===== src/rtl/usr_pkg.sv =====
// rtl/usr_pkg.sv - mode encodings and shift-counter sizing shared by univ_shift_reg
package usr_pkg;

   localparam logic [1:0] MODE_HOLD = 2'b00;
   localparam logic [1:0] MODE_SHR  = 2'b01;
   localparam logic [1:0] MODE_SHL  = 2'b10;
   localparam logic [1:0] MODE_LOAD = 2'b11;

   // CNT must represent 0..WIDTH inclusive
   function automatic int cnt_width(input int width);
      return $clog2(width + 1);
   endfunction

endpackage


===== src/rtl/pe_dff_rn.sv =====
// rtl/pe_dff_rn.sv - 1-bit rising-edge flop with async active-low reset to a supplied value and enable
module pe_dff_rn (
   input  logic clk,
   input  logic rst_n,
   input  logic rst_val,
   input  logic en,
   input  logic d,
   output logic q
);

   always_ff @(posedge clk or negedge rst_n) begin
      if (!rst_n) begin
         q <= rst_val;
      end else if (en) begin
         q <= d;
      end
   end

endmodule


===== src/rtl/univ_shift_reg.sv =====
// rtl/univ_shift_reg.sv - universal shift register with saturating shift counter
// Optional USR_ROTATE_EN adds ROT, turning shifts into rotates.
module univ_shift_reg
   import usr_pkg::*;
#(
   parameter int               WIDTH     = 8,
   parameter logic [WIDTH-1:0] RESET_VAL = '0
) (
   input  logic                          CK,
   input  logic                          RN,
   input  logic                          EN,
   input  logic [1:0]                    MODE,
   input  logic                          SIR,
   input  logic                          SIL,
   input  logic [WIDTH-1:0]              D,
`ifdef USR_ROTATE_EN
   input  logic                          ROT,
`endif
   output logic [WIDTH-1:0]              Q,
   output logic                          SOR,
   output logic                          SOL,
   output logic [cnt_width(WIDTH)-1:0]   CNT,
   output logic                          FULL
);

   localparam int            CW      = cnt_width(WIDTH);
   localparam logic [CW-1:0] CNT_MAX = CW'(WIDTH);

   logic [WIDTH-1:0] q_next;
   logic [CW-1:0]    cnt_next;
   logic [CW-1:0]    cnt_sat;
   logic             full_next;
   logic             sir_eff;
   logic             sil_eff;

`ifdef USR_ROTATE_EN
   assign sir_eff = ROT ? Q[0]       : SIR;
   assign sil_eff = ROT ? Q[WIDTH-1] : SIL;
`else
   assign sir_eff = SIR;
   assign sil_eff = SIL;
`endif

   assign cnt_sat = (CNT == CNT_MAX) ? CNT : CNT + CW'(1);

   always_comb begin
      q_next   = Q;
      cnt_next = CNT;
      case (MODE)
         MODE_SHR: begin
            q_next   = {sir_eff, Q[WIDTH-1:1]};
            cnt_next = cnt_sat;
         end
         MODE_SHL: begin
            q_next   = {Q[WIDTH-2:0], sil_eff};
            cnt_next = cnt_sat;
         end
         MODE_LOAD: begin
            q_next   = D;
            cnt_next = '0;
         end
         default: ;
      endcase
   end

   // FULL is registered alongside CNT so both move on the same edge
   assign full_next = (cnt_next == CNT_MAX);

   assign SOR = Q[0];
   assign SOL = Q[WIDTH-1];

   for (genvar i = 0; i < WIDTH; i++) begin : g_q
      pe_dff_rn u_q (
         .clk     (CK),
         .rst_n   (RN),
         .rst_val (RESET_VAL[i]),
         .en      (EN),
         .d       (q_next[i]),
         .q       (Q[i])
      );
   end

   for (genvar i = 0; i < CW; i++) begin : g_cnt
      pe_dff_rn u_cnt (
         .clk     (CK),
         .rst_n   (RN),
         .rst_val (1'b0),
         .en      (EN),
         .d       (cnt_next[i]),
         .q       (CNT[i])
      );
   end

   pe_dff_rn u_full (
      .clk     (CK),
      .rst_n   (RN),
      .rst_val (1'b0),
      .en      (EN),
      .d       (full_next),
      .q       (FULL)
   );

endmodule


===== config.mk =====
export PLATFORM = sky130hd
export DESIGN_NAME = univ_shift_reg
export DESIGN_NICKNAME = d
export VERILOG_FILES = /design/src/rtl/usr_pkg.sv /design/src/rtl/pe_dff_rn.sv /design/src/rtl/univ_shift_reg.sv
export SDC_FILE = /design/constraint.sdc
export NUM_CORES = 1
export LEC_CHECK = 0
export ABC_AREA = 0
export BUFFER_PORTS_ARGS = -buffer_cell sky130_fd_sc_hd__buf_4
export CORE_UTILIZATION = 46
export CTS_BUF_LIST = sky130_fd_sc_hd__clkbuf_4 sky130_fd_sc_hd__clkbuf_8
export DETAILED_ROUTE_END_ITERATION = 8
export PLACE_DENSITY = 0.74
export SKIP_LAST_GASP = 1
export SYNTH_ARGS = -nofsm -noshare
export SYNTH_HDL_FRONTEND = slang
export SYNTH_SLANG_ARGS = --single-unit

===== constraint.sdc =====
create_clock -name CK -period 4.6 [get_ports CK]
set_clock_uncertainty 0.05 [all_clocks]
set_input_delay 0.69 -clock CK [delete_from_list [all_inputs] [get_ports CK]]
set_output_delay 0.69 -clock CK [all_outputs]
set_load 0.03 [all_outputs]

== Yosys cells after proc, flatten, opt, wreduce, memory -nomap -nowiden ==
Cells that the tools add are included.

* Add/sub/neg operators: 1
* Equal/unequal tests: 5
* Muxes and demuxes: 3
* Reductions and logical operators: 3

{| class="wikitable"
|+ Operator list
! kind !! count
|-
| one-hot mux 8 bit (3 select lines) || 1
|-
| == test 4 bit (second input constant) || 2
|-
| one-hot mux 4 bit (2 select lines) || 1
|-
| adder 4 x 1 -> 4 bit (second input constant) || 1
|-
| == test 2 bit (second input constant) || 2
|-
| two-way mux 4 bit || 1
|-
| nonzero test 3 bit || 1
|-
| == test 2 x 1 -> 1 bit (second input constant) || 1
|-
| AND reduction 2 bit || 1
|-
| OR reduction 2 bit || 1
|}

* Register bits: 13
* Input bits: 15
* Output and inout port bits: 15
* Logic and storage cells: 25

== Logic depth before layout (Yosys ltp) ==
* Word-level depth: 4
* Mapped depth: 6
* Gate-level depth less buffers: 6

== Least setup slack after synthesis ==
Ideal clock, no wire load.

* Path kind: input to register
* Start: in MODE[0]
* End: reg u_full.q
* Arrival: 1.735 ns
* Data required time: 4.422 ns
* Setup slack: 2.688 ns
* Stages: 6
* Path through: inv_1 > ha_1 > or3b_1 > mux2i_1 > or2_1 > o41ai_2

* Longest elaborated chain between the ends: 4
* Elaborated cells on any way between the ends: 6

{| class="wikitable"
|+ Ends and longest elaborated chain
! what !! RTL line !! source
|-
| start, declared || univ_shift_reg.sv:12 || <nowiki>input logic [1:0] MODE,</nowiki>
|-
| == test 2 bit or == test 2 x 1 -> 1 bit (tied branches) || univ_shift_reg.sv:49 || <nowiki>case (MODE)</nowiki>
|-
| OR reduction 2 bit (no source line) || -- ||
|-
| one-hot mux 4 bit (2 select lines) (*) || univ_shift_reg.sv:49 ||
|-
| == test 4 bit (*) || univ_shift_reg.sv:67 || <nowiki>assign full_next = (cnt_next == CNT_MAX);</nowiki>
|-
| end signal, assigned || pe_dff_rn.sv:13 || <nowiki>q <= rst_val;</nowiki>
|-
| end, declared || pe_dff_rn.sv:8 || <nowiki>output logic q</nowiki>
|}

Mark *: on every way between the ends. The rest lies on a longest branch, timed or not.
A chain may end at the register's enable or synchronous reset.

== Worst setup path after layout ==
Same ends and word-level chain as after synthesis.

==> results.toml <==
[synthesis]
yosysSeqAreaShare_pct = 37.52
synth_nets = 119
ys_ff_latch = 13
synth_area_per_cell_um2 = 8.758
syn_inst = 99
yosysTopAreaCell = "dfrtp_1"
yosys.area.top_type_share_pct = 37.52
synth_area_leaders = "dfrtp_1 (38%), buf_4 (10%), a22o_1 (8.1%)"
netlist_area_um2 = 867.1
yosys_warnings = 0
synthDistinctLibCells = 21

[global_routing]
grt_max_degree = 21
grt_pass1_wl_mm = 2.987
use_met3_pct = 7.540
grt_pass1_vias = 682
overflow = 0
grtUsageTotal_pct = 21.11
grt.met2_usage_pct = 31.71
met1_usage_pct = 26.93
grt.busiest_layer = "met2"
antenna_found_initial = 0

[timing]
fmax_mhz = 548.2
final_max_slew_viol_count = 0
hold_violations = 0
relSlewSlack_pct = 60.08
whs_ps = 183.2
min_period_ps = 1824
rsz0062_at_grt = "false"
finalWorstSetupSlack_ps = 2776
worst_pin_slew_ps = 598.8
setup_viol = 0
fin_tns_setup_ps = 0
finalCritPeriodShare_pct = 39.66

[clock_network]
cts_tree = "done"
numCtsBuffers = 3
cts_resized = 0
holdBufCountCts = 0
clock-sinks = 13
cts.htree.levels = 1
root_buffer = "clkbuf_4"
post_cts_buffers = 0
clk_pin_slew_ps = 80
clockBufferDepth = 2
clk_latency_ps = 280

[critical_path]
cp.arrival_ps = 1950
cp_max_fo = 6
path_buf_inv = 2
path_cells = "buf_4 -> inv_1 -> ha_1 -> or3b_1 -> mux2i_1 -> or2_1 -> o41ai_2"
path_class = "in -> reg"
cp-start-kind = "input pin"
critPathSlowestCell = "ha_1"
cp.required_ps = 4720
ff2ff_setup_slack_ps = 2960
crit_family = "simple AND/OR/NAND/NOR gates"
max_stage_delay_ps = 370
end_kind = "flop"

[min_path]
hp-class = "in -> async"

[power]
power_per_cell_area_nw_per_um2 = 426.2
leakagePower_nw = 0.5227
ir_drop_mv = 0.2415

[drt]
via_per_inst = 5.298
drt_pass1_iterations = 4
drt_iter0_drc = 6
antenna_left = 0
via_count = 747
avgRoutedWirePerCell_um = 12.74
drcViolationCount = 0
drt-total-wl_mm = 1.796

[final_layout]
area_growth_pct = 20.06
final_cells = 141
num_antenna_cells = 0
nets = 137
layout-drive-gt1-share_pct = 31.03

[die]
core-area_um2 = 1745
start_util_pct = 49.68
fp-row-count = 15
io_pins = 30
die_w_um = 45.42
dieArea_um2 = 2063
die_h_um = 45.42

[placement]
post-place-ws_ps = 2480
post-dp-hpwl_mm = 1.318
placedCellCount = 137
place.gp.congestion = 0.7948
numPortBuffers = 29

[status]
outcome = "completed"

[job]
maxCapViolCount = 0
## worst reg2reg max path, cell delays in order (launching register included)
cell and delay (ps):
dfrtp_1 490, inv_1 80, ha_1 320, a21oi_1 150, a21oi_1 60, or2_1 220, o41ai_2 180
## flip-flops by register name (all words and copies together) (netlist names)
register	flops
u_full.q	1
g_cnt.u_cnt.q	4
g_q.u_q.q	8
## logic make-up after synthesis
kind of cell / Yosys count / synth area share [%]
DFF: 13 / 37.52
buffers and inverters: 21 / 14.29
adders and majority gates: 5 / 7.215
muxes: 1 / 1.154
AOI/OAI and AO/OA: 34 / 25.83
and+or+nand+nor: 25 / 14.00
## power breakdown
part,internal [mW],switching (mW),leakage (nW)
sequential,0.138,0.0326,0.168
combinational,0.0814,0.111,0.336
clock,0.0396,0.0412,0.0184
total,0.258,0.185,0.523
## per-layer routing
metal | wire (µm) | vias up | share of wire [%]
met5 | 0 | - | 0
met4 | 23 | 0 | 1.3
met3 | 118 | 4 | 6.6
met2 | 846 | 29 | 47
met1 | 809 | 343 | 45
li1 | - | 371 | -
## cells in the mapped netlist
cell,n
o21ai_0,9
buf_4,12
o41ai_2,1
a21o_1,1
nor3_1,2
nand3_1,1
inv_1,5
clkbuf_1,4
or3b_1,1
a22o_1,8
nand3b_1,2
ha_1,5
a22o_2,2
or2b_1,1
or2_1,1
dfrtp_1,13
nor2_1,2
nand2_1,13
nand2b_1,2
a21oi_1,13
mux2i_1,1
## cell type report
type | count | area, µm²
Fill cell | 172 | 704.4
Multi-Input combinational cell | 65 | 417.9
Sequential cell | 13 | 325.3
Timing Repair Buffer | 29 | 217.7
Tap cell | 25 | 31.28
Clock buffer | 4 | 30.03
Inverter | 5 | 18.77
## final timing paths
check | cells after the start | from | to
min in group CK | 2 | u_full.q | u_full.q
max in group asynchronous | 1 | RN | g_q[1].u_q.q
hold / removal | 1 | RN | g_q[7].u_q.q
hold reg to reg | 2 | u_full.q | u_full.q
setup reg to reg | 6 | g_cnt[0].u_cnt.q | u_full.q
setup / recovery | 7 | MODE[0] | u_full.q
## per-stage QoR
step           total power, mW  utilization (%)  cell area, µm²
6_report                0.4436            59.64            1041
5_1_grt                 0.4769            59.64            1041
4_1_cts                 0.4469            59.64            1041
3_5_place_dp            0.3650            57.92            1011
3_3_place_gp            0.3612            57.92            1011
2_1_floorplan           0.3209                -           867.1
## cells in the final DEF, fill, tap and decap left out
cell       n
o41ai_2    1
mux2i_1    1
nor2_1     2
nand3b_1   2
buf_4     29
or2_1      1
a21o_1     1
nand3_1    1
dfrtp_1   13
a22o_2     2
a22o_1     8
a21oi_1   13
nand2b_1   2
clkbuf_4   4
nor3_1     2
nand2_1   13
inv_1      5
or2b_1     1
or3b_1     1
ha_1       5
o21ai_0    9
Power figures use the tool's default switching activity.
